**config.mk**
```make
export PLATFORM = sky130hd
export DESIGN_NAME = multicycle_controller
export DESIGN_NICKNAME = d
export VERILOG_FILES = /design/src/rtl/multicycle_controller.sv
export SDC_FILE = /design/constraint.sdc
export NUM_CORES = 1
export LEC_CHECK = 0
export ABC_AREA = 1
export ABC_CLOCK_PERIOD_IN_PS = 1900
export CAP_MARGIN = 25
export CORE_ASPECT_RATIO = 0.75
export CORE_MARGIN = 2
export CORE_UTILIZATION = 47
export CTS_BUF_LIST = sky130_fd_sc_hd__clkbuf_8
export CTS_CLUSTER_DIAMETER = 80
export DETAILED_ROUTE_END_ITERATION = 8
export GPL_ROUTABILITY_DRIVEN = 0
export PLACE_DENSITY = 0.91
export SLEW_MARGIN = 20
export SYNTH_ARGS = -nofsm -noshare
export SYNTH_HDL_FRONTEND = slang
export SYNTH_SLANG_ARGS = --single-unit
```
**constraint.sdc**
```tcl
create_clock -name clk -period 1.9 [get_ports clk]
set_input_delay 0.19 -clock clk [delete_from_list [all_inputs] [get_ports clk]]
set_output_delay 0.19 -clock clk [all_outputs]
set_load 0.05 [all_outputs]
```
**src/rtl/multicycle_controller.sv**
```systemverilog
// Main control FSM for the multicycle RV32I datapath: sequences fetch, decode,
// execute, memory and writeback, and stalls on the memory ready handshake.
module multicycle_controller #(
  parameter int STATE_W = 4
) (
  input  logic               clk,
  input  logic               rst,
  input  logic [6:0]         Op,
  input  logic [2:0]         Func3,
  input  logic               Zero,
  input  logic               MemReady,
  output logic               PCWrite,
  output logic               AdrSrc,
  output logic               MemRead,
  output logic               MemWrite,
  output logic               IRWrite,
  output logic [1:0]         ResultSrc,
  output logic [1:0]         ALUSrcA,
  output logic [1:0]         ALUSrcB,
  output logic [1:0]         ALUOp,
  output logic               RegWrite,
  output logic [2:0]         ImmSrc,
  output logic               Illegal,
  output logic [STATE_W-1:0] State
);

  // Memory handshake: MemReady=1 in FETCH, MEM_READ or MEM_WRITE completes the
  // access in that cycle; in every other state MemReady is ignored.
  typedef enum logic [3:0] {
    S_FETCH     = 4'd0,
    S_DECODE    = 4'd1,
    S_MEM_ADDR  = 4'd2,
    S_MEM_READ  = 4'd3,
    S_MEM_WB    = 4'd4,
    S_MEM_WRITE = 4'd5,
    S_EXEC_R    = 4'd6,
    S_EXEC_I    = 4'd7,
    S_ALU_WB    = 4'd8,
    S_BRANCH    = 4'd9,
    S_JAL       = 4'd10,
    S_JALR1     = 4'd11,
    S_JALR2     = 4'd12,
    S_LUI       = 4'd13,
    S_TRAP      = 4'd14
  } state_t;

  typedef struct packed {
    logic       adr_src;
    logic       mem_read;
    logic       mem_write;
    logic       pc_jump;
    logic       reg_write;
    logic [1:0] result_src;
    logic [1:0] alu_src_a;
    logic [1:0] alu_src_b;
    logic [1:0] alu_op;
    logic       illegal;
  } ctrl_t;

  state_t state;
  state_t nxt;
  ctrl_t  ctrl_q;
  logic   taken;
  logic   fetch_done;

  function automatic ctrl_t moore(input state_t s);
    ctrl_t c;
    c = '0;
    case (s)
      S_FETCH:     begin c.mem_read = 1'b1; c.alu_src_b = 2'b10; c.result_src = 2'b10; end
      S_DECODE:    begin c.alu_src_a = 2'b01; c.alu_src_b = 2'b01; end
      S_MEM_ADDR:  begin c.alu_src_a = 2'b10; c.alu_src_b = 2'b01; end
      S_MEM_READ:  begin c.mem_read = 1'b1; c.adr_src = 1'b1; end
      S_MEM_WB:    begin c.result_src = 2'b01; c.reg_write = 1'b1; end
      S_MEM_WRITE: begin c.mem_write = 1'b1; c.adr_src = 1'b1; end
      S_EXEC_R:    begin c.alu_src_a = 2'b10; c.alu_op = 2'b01; end
      S_EXEC_I:    begin c.alu_src_a = 2'b10; c.alu_src_b = 2'b01; c.alu_op = 2'b10; end
      S_ALU_WB:    c.reg_write = 1'b1;
      S_BRANCH:    begin c.alu_src_a = 2'b10; c.alu_op = 2'b11; end
      S_JAL, S_JALR2: begin c.pc_jump = 1'b1; c.alu_src_a = 2'b01; c.alu_src_b = 2'b10; end
      S_JALR1:     begin c.alu_src_a = 2'b10; c.alu_src_b = 2'b01; end
      S_LUI:       begin c.result_src = 2'b11; c.reg_write = 1'b1; end
      S_TRAP:      c.illegal = 1'b1;
      default:     c = '0;
    endcase
    return c;
  endfunction

  always_comb begin
    nxt = S_FETCH;
    case (state)
      S_FETCH:     nxt = MemReady ? S_DECODE : S_FETCH;
      S_DECODE: begin
        case (Op)
          7'b0000011, 7'b0100011: nxt = S_MEM_ADDR;
          7'b0110011:             nxt = S_EXEC_R;
          7'b0010011:             nxt = S_EXEC_I;
          7'b1100011:             nxt = S_BRANCH;
          7'b1101111:             nxt = S_JAL;
          7'b1100111:             nxt = S_JALR1;
          7'b0110111:             nxt = S_LUI;
          default:                nxt = S_TRAP;
        endcase
      end
      S_MEM_ADDR:  nxt = Op[5] ? S_MEM_WRITE : S_MEM_READ;
      S_MEM_READ:  nxt = MemReady ? S_MEM_WB : S_MEM_READ;
      S_MEM_WRITE: nxt = MemReady ? S_FETCH : S_MEM_WRITE;
      S_EXEC_R, S_EXEC_I, S_JAL, S_JALR2: nxt = S_ALU_WB;
      S_JALR1:     nxt = S_JALR2;
      S_TRAP:      nxt = S_TRAP;
      default:     nxt = S_FETCH;
    endcase
  end

  // Moore outputs are registered from the next state so they line up with State.
  always_ff @(posedge clk) begin
    if (rst) begin
      state  <= S_FETCH;
      ctrl_q <= moore(S_FETCH);
    end else begin
      state  <= nxt;
      ctrl_q <= moore(nxt);
    end
  end

  always_comb begin
    case (Func3)
      3'b000:  taken = Zero;
      3'b001:  taken = ~Zero;
      3'b100:  taken = ~Zero;
      3'b101:  taken = Zero;
      default: taken = 1'b0;
    endcase
  end

  always_comb begin
    case (Op)
      7'b0100011: ImmSrc = 3'b001;
      7'b1100011: ImmSrc = 3'b010;
      7'b1101111: ImmSrc = 3'b011;
      7'b0110111: ImmSrc = 3'b100;
      default:    ImmSrc = 3'b000;
    endcase
  end

  // Write strobes are suppressed while rst is high so an aborted instruction
  // cannot commit anything in the reset cycle.
  assign fetch_done = (state == S_FETCH) && MemReady;
  assign PCWrite    = ~rst & (ctrl_q.pc_jump | fetch_done | ((state == S_BRANCH) & taken));
  assign IRWrite    = ~rst & fetch_done;
  assign MemWrite   = ~rst & ctrl_q.mem_write;
  assign RegWrite   = ~rst & ctrl_q.reg_write;
  assign MemRead    = ctrl_q.mem_read;
  assign AdrSrc     = ctrl_q.adr_src;
  assign ResultSrc  = ctrl_q.result_src;
  assign ALUSrcA    = ctrl_q.alu_src_a;
  assign ALUSrcB    = ctrl_q.alu_src_b;
  assign ALUOp      = ctrl_q.alu_op;
  assign Illegal    = ctrl_q.illegal;
  assign State      = STATE_W'(state);

endmodule
```
==> reports/metrics.json, run 1 <==
{
  "placement.cell_area": {"value": 0.00153, "unit": "mm^2"},
  "worstSetupEndpointType": {"value": "primary output"},
  "maxSlewHeadroom": {"value": 0.667},
  "rows": {"value": 15},
  "clk_path_buf_depth": {"value": 2},
  "max_stage_delay": {"value": 860, "unit": "ps"},
  "clk-insertion-delay-late": {"value": 250, "unit": "ps"},
  "cap_viol_max_count": {"value": 0},
  "vias_in_the_first_global_route": {"value": 1065},
  "share_clk_of_total_power": {"value": 0.175},
  "cts_post_setup_buffers_inserted": {"value": 0},
  "wl_per_cell": {"value": 11.4, "unit": "um"},
  "worstPathBufferInverterCount": {"value": 1},
  "core_region_area": {"value": 0.00227, "unit": "mm^2"},
  "setup.worst_path.start_class": {"value": "flip-flop"},
  "io_buffers": {"value": 35},
  "starting_density": {"value": 0.490},
  "finish.instance_area": {"value": 0.00159, "unit": "mm^2"},
  "critPathTopFamily": {"value": "buffers and inverters"},
  "worst_setup_hold_path_clk_slew": {"value": 60, "unit": "ps"},
  "yosysUniqueCellTypes": {"value": 27},
  "drtAntennaViolNets": {"value": 0},
  "reg2regPathDepth": {"value": 8},
  "seq_area_frac_synth": {"value": 0.324},
  "timing.setup.critical_path_class": {"value": "reg2out"},
  "floorplan.die.width": {"value": 60.2, "unit": "um"},
  "synthTopCellsByArea": {"value": "dfxtp_1 32%, nand2_1 11%, nor2_1 7.4%"},
  "run_status": {"value": "finished clean"},
  "syn-cell-area": {"value": 0.00111, "unit": "mm^2"},
  "report.final.hold_viol_count": {"value": 0},
  "cts_buffers": {"value": 3},
  "final.fill_count": {"value": 172},
  "drc_errors": {"value": 0},
  "post_synth.cell_area_avg": {"value": 6.59, "unit": "um^2"},
  "part_of_the_power_in_combinational_logic": {"value": 0.537},
  "postSynthCellCount": {"value": 169},
  "static-leakage-power": {"value": 0.738, "unit": "nW"},
  "detailedRoute.firstIterationViolations": {"value": 39},
  "fin_crit_period": {"value": 1770, "unit": "ps"},
  "min_period_over_period": {"value": 0.932},
  "powerDensity": {"value": 1100, "unit": "mW/mm^2"},
  "postRouteWirelength": {"value": 2660, "unit": "um"},
  "pin_count_of_the_biggest_net_entering_global_routing": {"value": 11},
  "p_int": {"value": 952, "unit": "uW"},
  "critical_path_peak_fanout": {"value": 6},
  "grt_first_pass_wirelength": {"value": 4370, "unit": "um"},
  "synth_fp_nets": {"value": 183},
  "dp_hpwl": {"value": 2210, "unit": "um"},
  "cp_num_cells": {"value": 1},
  "power.ir.vdd_worst": {"value": 802, "unit": "uV"},
  "cts.sinks": {"value": 18},
  "share_of_total_power_consumed_by_net_switching": {"value": 0.456},
  "setup-violations-final": {"value": 0},
  "synthDominantCellAreaShare": {"value": 0.324},
  "drive_above_1_share": {"value": 0.225},
  "worstPathRequired": {"value": 1710, "unit": "ps"},
  "arrival": {"value": 1580, "unit": "ps"},
  "final_util": {"value": 0.699},
  "combined_global_route_utilization_of_all_metal_layers": {"value": 0.219},
  "maxClockFrequency": {"value": 0.565, "unit": "GHz"},
  "layout_area_overhead": {"value": 42.6, "unit": "%"},
  "hold_depth": {"value": 4},
  "nNetsFinal": {"value": 215},
  "via_per_inst": {"value": 4.85},
  "htreeDepth": {"value": 1},
  "synth.largest_area_cell": {"value": "dfxtp_1"},
  "seq_power_share": {"value": 0.288},
  "antennaDiodeCount": {"value": 0},
  "final-max-slew-violation-count": {"value": 0},
  "crit_chain": {"value": "clkdlybuf4s50_1"},
  "slowest_cell_on_crit_path": {"value": "clkdlybuf4s50_1"},
  "grt-ovfl-total": {"value": 0},
  "floorplan.die_area": {"value": 0.00278, "unit": "mm^2"},
  "worstMarginPinSlew": {"value": 498, "unit": "ps"},
  "timing.hold.worst.class": {"value": "in2reg"},
  "number_of_detailed_routing_iterations_run_before_antenna_repair": {"value": 5},
  "synth_seq_cells": {"value": 18},
  "p_sw": {"value": 798, "unit": "uW"},
  "die_h": {"value": 46.2, "unit": "um"},
  "root_buffer": {"value": "clkbuf_8"},
  "fin_skew": {"value": 1.23, "unit": "ps"},
  "initial_antenna_violation_count": {"value": 0},
  "synth.yosys.warnings": {"value": 0},
  "pin_count": {"value": 36},
  "cts_tree": {"value": "yes"},
  "rsz0062_at_grt": {"value": "no"},
  "vias": {"value": 1135}
}
[cell type report]
| type | instances | area [um^2] | share of cell area |
|---|---|---|---|
| Clock buffer | 4 | 55.1 | 0.0347 |
| Inverter | 27 | 103 | 0.0646 |
| Multi-Input combinational cell | 114 | 592 | 0.373 |
| Sequential cell | 18 | 360 | 0.227 |
| Tap cell | 34 | 42.5 | 0.0268 |
| Timing Repair Buffer | 37 | 435 | 0.274 |
[cells in the mapped netlist (all sizes together)]
cell type,n
a21oi,9
a31oi,1
buf,8
clkbuf,2
clkinv,1
dfxtp,18
inv,26
nand2,43
nand3,16
nand4,2
nor2,28
nor3,3
o21ai,7
o21bai,1
o31ai,1
or2,1
xnor2,2
[registers in the layout, indices dropped and copies added, names as in the netlist]
name	count
ctrl_q	3
MemRead	1
Illegal	1
ResultSrc	2
ALUSrcA	2
ALUOp	2
AdrSrc	1
State	4
ALUSrcB	2
[logic make-up after synthesis]
kind of cell           Yosys count  synth area share
AO/OA/AOI/OAI                   19             0.108
AND/OR/NAND/NOR                 93             0.400
XOR/XNOR                         2            0.0157
flip-flops                      18             0.324
buffers and inverters           37             0.153
[power by group through the flow]
stage,sequential [mW],clock (mW),combinational (mW)
after global placement,0.508,0,0.915
after global routing,0.511,0.328,1.00
final,0.504,0.306,0.941
after CTS,0.503,0.312,0.937
after floorplan,0.598,0,0.592
after detailed placement,0.511,0,0.933
[placed cells by master, fill, tap and decap left out, drive strengths merged]
| cell | synthesis | final |
|---|---|---|
| o21ai | 7 | 7 |
| clkbuf | 2 | 4 |
| inv | 26 | 26 |
| clkinv | 1 | 1 |
| nor3 | 3 | 3 |
| clkdlybuf4s50 | 0 | 28 |
| xnor2 | 2 | 2 |
| a31oi | 1 | 1 |
| nand4 | 2 | 2 |
| o21bai | 1 | 1 |
| nand3 | 16 | 16 |
| or2 | 1 | 1 |
| nand2 | 43 | 43 |
| nor2 | 28 | 28 |
| dfxtp | 18 | 18 |
| o31ai | 1 | 1 |
| buf | 8 | 9 |
| a21oi | 9 | 9 |
[final timing paths]
path | start | endpoint | slack, ps
worst max-delay path | State[2] | State[2] | 130
worst min-delay path | MemReady | ALUSrcA[0] | 740
worst max register to register | State[0] | ALUOp[0] | 210
worst min register to register | State[1] | ALUSrcA[0] | 820
[through the flow]
step	instances	setup slack [ps]	total power, mW	hold WS (ps)	TNS (ps)
after floorplan	169	68.8	1.19	448	0
after global placement	230	-1.92	1.42	699	-1.92
after detailed placement	230	-60.7	1.44	703	-181
after CTS	234	140	1.75	738	0
after global routing	234	38.9	1.84	775	0
final	234	130	1.75	736	0
[routing by layer]
layer	up-vias	wire, um	global-route usage
li1	584	-	-
met1	503	1230	0.270
met2	44	1210	0.354
met3	4	187	0.0646
met4	0	34	0.0978
met5	-	0	0
[what timing repair did]
item,in CTS,in global routing
endpoints found under the hold margin,0,0
gates resized for setup,0,1
hold buffers,0,0
setup endpoints to repair,0,1
Note: power is estimated with default switching activity, not from simulation.
==> run 2, diff against run 1 <==
--- a/config.mk
+++ b/config.mk
@@ -10,12 +10,12 @@
 export CAP_MARGIN = 25
 export CORE_ASPECT_RATIO = 0.75
 export CORE_MARGIN = 2
-export CORE_UTILIZATION = 47
+export CORE_UTILIZATION = 45
 export CTS_BUF_LIST = sky130_fd_sc_hd__clkbuf_8
 export CTS_CLUSTER_DIAMETER = 80
 export DETAILED_ROUTE_END_ITERATION = 8
 export GPL_ROUTABILITY_DRIVEN = 0
-export PLACE_DENSITY = 0.91
+export PLACE_DENSITY = 0.88
 export SLEW_MARGIN = 20
 export SYNTH_ARGS = -nofsm -noshare
 export SYNTH_HDL_FRONTEND = slang
==> run 2 against run 1 <==
Against the previous run:
- worst hold slack improved by 11 ps
- combinational power about the same
- clock power about the same
- largest power group unchanged
- design area increased by 0.16%
- register-to-register slack about the same
==> reports/metrics.json, run 2 (synthesis results as in run 1) <==
{
  "run_status": {"value": "finished clean", "change": "unchanged"},
  "worstSetupEndpointType": {"value": "primary output", "change": "unchanged"},
  "critical_path_peak_fanout": {"value": 5, "change": "was 6"},
  "htreeDepth": {"value": 1, "change": "unchanged"},
  "nNetsFinal": {"value": 216, "change": "was 215"},
  "static-leakage-power": {"value": 0.742, "unit": "nW", "change": "was 0.738 nW"},
  "via_per_inst": {"value": 4.79, "change": "was 4.85"},
  "worstMarginPinSlew": {"value": 509, "unit": "ps", "change": "was 498 ps"},
  "postRouteWirelength": {"value": 2600, "unit": "um", "change": "was 2660 um"},
  "worst_setup_hold_path_clk_slew": {"value": 60, "unit": "ps", "change": "about the same"},
  "cts.sinks": {"value": 18, "change": "unchanged"},
  "drtAntennaViolNets": {"value": 0, "change": "unchanged"},
  "maxClockFrequency": {"value": 0.566, "unit": "GHz", "change": "was 0.565 GHz"},
  "power.ir.vdd_worst": {"value": 580, "unit": "uV", "change": "was 802 uV"},
  "timing.hold.worst.class": {"value": "in2reg", "change": "unchanged"},
  "cts_post_setup_buffers_inserted": {"value": 0, "change": "unchanged"},
  "worstPathBufferInverterCount": {"value": 1, "change": "unchanged"},
  "cts_hold_buf": {"value": 0, "change": "unchanged"},
  "largest_reg_flops": {"value": 4, "change": "unchanged"},
  "rsz0062_at_grt": {"value": "no", "change": "unchanged"},
  "floorplan.die.width": {"value": 61.4, "unit": "um", "change": "was 60.2 um"},
  "max_stage_delay": {"value": 860, "unit": "ps", "change": "about the same"},
  "initial_antenna_violation_count": {"value": 0, "change": "unchanged"},
  "floorplan.die_area": {"value": 0.00289, "unit": "mm^2", "change": "was 0.00278 mm^2"},
  "mostFrequentLayoutCell": {"value": "nand2_1", "change": "unchanged"},
  "wl_per_cell": {"value": 11.1, "unit": "um", "change": "was 11.4 um"},
  "critPathTopFamily": {"value": "buffers and inverters", "change": "unchanged"},
  "clk-insertion-delay-late": {"value": 250, "unit": "ps", "change": "about the same"},
  "rows": {"value": 15, "change": "unchanged"},
  "crit_chain": {"value": "clkdlybuf4s50_1", "change": "unchanged"},
  "fin_crit_period": {"value": 1770, "unit": "ps", "change": "about the same"},
  "powerDensity": {"value": 1100, "unit": "mW/mm^2", "change": "about the same"},
  "slowest_cell_on_crit_path": {"value": "clkdlybuf4s50_1", "change": "unchanged"},
  "report.final.hold_viol_count": {"value": 0, "change": "unchanged"},
  "grt_first_pass_wirelength": {"value": 4240, "unit": "um", "change": "was 4370 um"},
  "worstPathRequired": {"value": 1710, "unit": "ps", "change": "about the same"},
  "min_period_over_period": {"value": 0.930, "change": "was 0.932"},
  "grt-ovfl-total": {"value": 0, "change": "unchanged"},
  "pin_count_of_the_biggest_net_entering_global_routing": {"value": 13, "change": "was 11"},
  "arrival": {"value": 1580, "unit": "ps", "change": "about the same"},
  "most-common-layout-cells": {"value": "33 x nand2_1, 28 x clkdlybuf4s50_1, 22 x nor2_1", "change": "unchanged"},
  "number_of_detailed_routing_iterations_run_before_antenna_repair": {"value": 4, "change": "was 5"},
  "setup_ws": {"value": 133, "unit": "ps", "change": "was 130 ps"},
  "cts_tree": {"value": "yes", "change": "unchanged"},
  "starting_density": {"value": 0.478, "change": "was 0.490"},
  "clk_path_buf_depth": {"value": 2, "change": "unchanged"},
  "cts_buffers": {"value": 3, "change": "unchanged"},
  "vias": {"value": 1125, "change": "was 1135"},
  "final-max-slew-violation-count": {"value": 0, "change": "unchanged"},
  "timing.setup.critical_path_class": {"value": "reg2out", "change": "unchanged"},
  "drive_above_1_share": {"value": 0.224, "change": "was 0.225"},
  "detailedRoute.firstIterationViolations": {"value": 58, "change": "was 39"},
  "combined_global_route_utilization_of_all_metal_layers": {"value": 0.199, "change": "was 0.219"},
  "post_cts_resize_count": {"value": 0, "change": "unchanged"},
  "layout_area_overhead": {"value": 42.8, "unit": "%", "change": "was 42.6%"},
  "finalPower": {"value": 1.75, "unit": "mW", "change": "about the same"},
  "vias_in_the_first_global_route": {"value": 1005, "change": "was 1065"},
  "pin_count": {"value": 36, "change": "unchanged"},
  "finalSetupTns": {"value": 0, "unit": "ps", "change": "unchanged"},
  "core_region_area": {"value": 0.00233, "unit": "mm^2", "change": "was 0.00227 mm^2"},
  "root_buffer": {"value": "clkbuf_8", "change": "unchanged"},
  "dp_hpwl": {"value": 2070, "unit": "um", "change": "was 2210 um"},
  "die_h": {"value": 47.1, "unit": "um", "change": "was 46.2 um"},
  "multiInputGateArea": {"value": 587, "unit": "um^2", "change": "was 592 um^2"},
  "antennaDiodeCount": {"value": 0, "change": "unchanged"},
  "setup.worst_path.start_class": {"value": "flip-flop", "change": "unchanged"},
  "drc_errors": {"value": 0, "change": "unchanged"},
  "fin_skew": {"value": 1.77, "unit": "ps", "change": "was 1.23 ps"},
  "setup-violations-final": {"value": 0, "change": "unchanged"},
  "detailedPlace.worstSlack": {"value": -35.4, "unit": "ps", "change": "was -60.7 ps"},
  "area.sequential": {"value": 360, "unit": "um^2", "change": "unchanged"},
  "final.fill_count": {"value": 201, "change": "was 172"},
  "io_buffers": {"value": 35, "change": "unchanged"},
  "maxSlewHeadroom": {"value": 0.660, "change": "was 0.667"},
  "cap_viol_max_count": {"value": 0, "change": "unchanged"}
}
==> run 2: cell count changes in the layout (fill, tap and decap cells not counted), sizes merged <==
cell	before	now
buf	9	10
==> run 2: power by group <==
group | internal (mW) | total (mW) | leakage, nW | switching (mW)
Combinational | 0.313 | 0.939 | 0.566 | 0.625
Sequential | 0.456 | 0.501 | 0.147 | 0.0449
Clock | 0.184 | 0.307 | 0.0288 | 0.123
Total | 0.953 | 1.75 | 0.742 | 0.793
==> run 2: tightest hold or removal path: cells and delay by family <==
kind | cells | cell delay (ps)
buffers and inverters | 2 | 590
AND/OR/NAND/NOR | 1 | 130
AO/OA/AOI/OAI | 1 | 50
==> run 2: final cells by class <==
type	instances	area share
Sequential cell	18	0.227
Clock buffer	4	0.0346
Timing Repair Buffer	38	0.279
Multi-Input combinational cell	114	0.369
Inverter	27	0.0645
Tap cell	34	0.0268
==> run 2: final timing paths <==
check	start	depth (start not counted)	slack [ps]	endpoint
worst max-delay path	State[3]	1	130	State[3]
worst min-delay path	MemReady	4	750	ALUSrcA[0]
worst max register to register	State[0]	8	210	ALUOp[0]
worst min register to register	State[1]	4	840	State[1]
==> run 2: through the flow <==
| stage | hold slack [ps] | instances | util | cell area [um^2] |
|---|---|---|---|---|
| finish | 746 | 235 | 0.683 | 1590 |
| global placement | 702 | 231 | 0.660 | 1540 |
| floorplan | 448 | 169 | - | 1120 |
| CTS | 750 | 235 | 0.683 | 1590 |
| detailed placement | 705 | 231 | 0.660 | 1540 |
| global route | 765 | 235 | 0.683 | 1590 |
==> run 2: routing by layer <==
layer / global-route usage / wire, um / up-vias
met2: 0.313 / 1120 / 39
met5: 0 / 0 / -
met3: 0.0551 / 186 / 2
met1: 0.284 / 1280 / 494
met4: 0.0298 / 14 / 0
li1: - / - / 590
==> run 3, diff against run 2 <==
--- a/config.mk
+++ b/config.mk
@@ -9,13 +9,13 @@
 export ABC_CLOCK_PERIOD_IN_PS = 1900
 export CAP_MARGIN = 25
 export CORE_ASPECT_RATIO = 0.75
-export CORE_MARGIN = 2
-export CORE_UTILIZATION = 45
+export CORE_UTILIZATION = 47
 export CTS_BUF_LIST = sky130_fd_sc_hd__clkbuf_8
 export CTS_CLUSTER_DIAMETER = 80
 export DETAILED_ROUTE_END_ITERATION = 8
 export GPL_ROUTABILITY_DRIVEN = 0
-export PLACE_DENSITY = 0.88
+export PLACE_DENSITY = 0.91
+export RECOVER_POWER = 25
 export SLEW_MARGIN = 20
 export SYNTH_ARGS = -nofsm -noshare
 export SYNTH_HDL_FRONTEND = slang
==> run 3 against run 2 <==
Against the previous run:
- clock skew shrank 0.79 ps
- core utilization increased by 5.8 points
- combinational power hardly changed
- worst setup slack improved by 3.4 ps
- worst hold slack improved by 44 ps
- sequential power hardly changed
- critical path depth unchanged
- total power hardly changed
- sequential cell count did not move
- routed wire length increased by 15%
- die area is 11% lower
==> reports/metrics.json, run 3 (synthesis results as in run 1) <==
{
  "vias_in_the_first_global_route": {"value": 1057, "change": "was 1005"},
  "htreeDepth": {"value": 1, "change": "unchanged"},
  "gr-usage-met2": {"value": 0.425, "change": "was 0.313"},
  "core_region_area": {"value": 0.00212, "unit": "mm^2", "change": "was 0.00233 mm^2"},
  "clk-insertion-delay-late": {"value": 250, "unit": "ps", "change": "about the same"},
  "antennaDiodeCount": {"value": 0, "change": "unchanged"},
  "post_cts_resize_count": {"value": 0, "change": "unchanged"},
  "powerDensity": {"value": 1110, "unit": "mW/mm^2", "change": "was 1100 mW/mm^2"},
  "worstPathBufferInverterCount": {"value": 1, "change": "unchanged"},
  "arrival": {"value": 1570, "unit": "ps", "change": "was 1580 ps"},
  "timing.setup.critical_path_class": {"value": "reg2out", "change": "unchanged"},
  "cts_post_setup_buffers_inserted": {"value": 0, "change": "unchanged"},
  "drive_above_1_share": {"value": 0.219, "change": "was 0.224"},
  "gr-usage-met1": {"value": 0.316, "change": "was 0.284"},
  "via_per_inst": {"value": 5.10, "change": "was 4.79"},
  "drc_errors": {"value": 0, "change": "unchanged"},
  "rsz0062_at_grt": {"value": "no", "change": "unchanged"},
  "power.ir.vdd_worst": {"value": 672, "unit": "uV", "change": "was 580 uV"},
  "maxSlewHeadroom": {"value": 0.602, "change": "was 0.660"},
  "fin_skew": {"value": 0.983, "unit": "ps", "change": "was 1.77 ps"},
  "most-common-layout-cells": {"value": "33 x nand2_1, 24 x clkdlybuf4s50_1, 22 x nor2_1", "change": "was 33 x nand2_1, 28 x clkdlybuf4s50_1, 22 x nor2_1"},
  "max_stage_delay": {"value": 860, "unit": "ps", "change": "about the same"},
  "dp_hpwl": {"value": 2310, "unit": "um", "change": "was 2070 um"},
  "final-max-slew-violation-count": {"value": 0, "change": "unchanged"},
  "pin_count_of_the_biggest_net_entering_global_routing": {"value": 11, "change": "was 13"},
  "floorplan.die_area": {"value": 0.00257, "unit": "mm^2", "change": "was 0.00289 mm^2"},
  "critical_path_peak_fanout": {"value": 6, "change": "was 5"},
  "die_h": {"value": 44.2, "unit": "um", "change": "was 47.1 um"},
  "largest_reg_flops": {"value": 4, "change": "unchanged"},
  "worstPathRequired": {"value": 1710, "unit": "ps", "change": "about the same"},
  "postRouteWirelength": {"value": 2990, "unit": "um", "change": "was 2600 um"},
  "cap_viol_max_count": {"value": 0, "change": "unchanged"},
  "wl_per_cell": {"value": 12.8, "unit": "um", "change": "was 11.1 um"},
  "setup_ws": {"value": 136, "unit": "ps", "change": "was 133 ps"},
  "static-leakage-power": {"value": 0.742, "unit": "nW", "change": "about the same"},
  "pin_count": {"value": 36, "change": "unchanged"},
  "report.final.hold_viol_count": {"value": 0, "change": "unchanged"},
  "min_period_over_period": {"value": 0.928, "change": "was 0.930"},
  "cts_tree": {"value": "yes", "change": "unchanged"},
  "layout_area_overhead": {"value": 41.1, "unit": "%", "change": "was 42.8%"},
  "cts_hold_buf": {"value": 0, "change": "unchanged"},
  "rows": {"value": 14, "change": "was 15"},
  "finish.instance_area": {"value": 0.00157, "unit": "mm^2", "change": "was 0.00159 mm^2"},
  "mostFrequentLayoutCell": {"value": "nand2_1", "change": "unchanged"},
  "grt_first_pass_wirelength": {"value": 4850, "unit": "um", "change": "was 4240 um"},
  "run_status": {"value": "finished clean", "change": "unchanged"},
  "cts_buffers": {"value": 3, "change": "unchanged"},
  "worst_setup_hold_path_clk_slew": {"value": 70, "unit": "ps", "change": "was 60 ps"},
  "drtAntennaViolNets": {"value": 0, "change": "unchanged"},
  "fin_hold_ws": {"value": 790, "unit": "ps", "change": "was 746 ps"},
  "top_usage_layer": {"value": "met2", "change": "unchanged"},
  "finish.cell_count_without_fillers": {"value": 233, "change": "was 235"},
  "final_util": {"value": 0.741, "change": "was 0.683"},
  "starting_density": {"value": 0.525, "change": "was 0.478"},
  "worstMarginPinSlew": {"value": 600, "unit": "ps", "change": "was 509 ps"},
  "timing.hold.worst.class": {"value": "in2reg", "change": "unchanged"},
  "grt_use_met3": {"value": 0.0497, "change": "was 0.0551"},
  "clk_path_buf_depth": {"value": 2, "change": "unchanged"},
  "floorplan.die.width": {"value": 58.2, "unit": "um", "change": "was 61.4 um"},
  "nNetsFinal": {"value": 216, "change": "unchanged"},
  "crit_chain": {"value": "clkdlybuf4s50_1", "change": "unchanged"},
  "slowest_cell_on_crit_path": {"value": "clkdlybuf4s50_1", "change": "unchanged"},
  "critPathTopFamily": {"value": "buffers and inverters", "change": "unchanged"},
  "io_buffers": {"value": 35, "change": "unchanged"},
  "setup-violations-final": {"value": 0, "change": "unchanged"},
  "detailedPlace.worstSlack": {"value": -65.8, "unit": "ps", "change": "was -35.4 ps"},
  "cts.sinks": {"value": 18, "change": "unchanged"},
  "grt-ovfl-total": {"value": 0, "change": "unchanged"},
  "maxClockFrequency": {"value": 0.567, "unit": "GHz", "change": "was 0.566 GHz"},
  "setup.worst_path.start_class": {"value": "flip-flop", "change": "unchanged"},
  "number_of_detailed_routing_iterations_run_before_antenna_repair": {"value": 4, "change": "unchanged"},
  "combined_global_route_utilization_of_all_metal_layers": {"value": 0.251, "change": "was 0.199"},
  "dpl_cells": {"value": 229, "change": "was 231"},
  "worstSetupEndpointType": {"value": "primary output", "change": "unchanged"},
  "detailedRoute.firstIterationViolations": {"value": 87, "change": "was 58"},
  "root_buffer": {"value": "clkbuf_8", "change": "unchanged"},
  "placement.cell_area": {"value": 0.00153, "unit": "mm^2", "change": "was 0.00154 mm^2"},
  "vias": {"value": 1188, "change": "was 1125"},
  "fin_crit_period": {"value": 1760, "unit": "ps", "change": "was 1770 ps"},
  "initial_antenna_violation_count": {"value": 0, "change": "unchanged"}
}
run 3: final timing paths:
| kind | slack [ps] | depth (start not counted) | from | endpoint |
|---|---|---|---|---|
| max | 140 | 1 | State[2] | State[2] |
| min | 790 | 4 | MemReady | ALUSrcA[0] |
| max reg2reg | 180 | 8 | State[0] | ALUOp[0] |
| min reg2reg | 900 | 5 | State[1] | ctrl_q[10] |
run 3: report_power, final:
part           leakage (nW)  internal [mW]  switching [mW]  total [mW]
clock network        0.0288          0.184           0.124       0.308
registers             0.147          0.456          0.0444       0.500
logic                 0.566          0.304           0.635       0.939
run 3: layout make-up:
type | instances | area [um^2]
Timing Repair Buffer | 38 | 427
Inverter | 27 | 103
Clock buffer | 4 | 55.1
Fill cell | 164 | 548
Tap cell | 32 | 40.0
Multi-Input combinational cell | 114 | 587
Sequential cell | 18 | 360
run 3: per-stage QoR:
step / total power, mW / TNS (ps)
floorplan: 1.19 / 0
global placement: 1.42 / 0
detailed placement: 1.44 / -205
CTS: 1.75 / 0
global route: 1.83 / 0
finish: 1.75 / 0
run 3: metal layers:
layer  up-vias  part of all wire
met5         -                 0
met4         0             0.018
met3         9             0.070
met2        59              0.48
met1       534              0.44
li1        586                 -
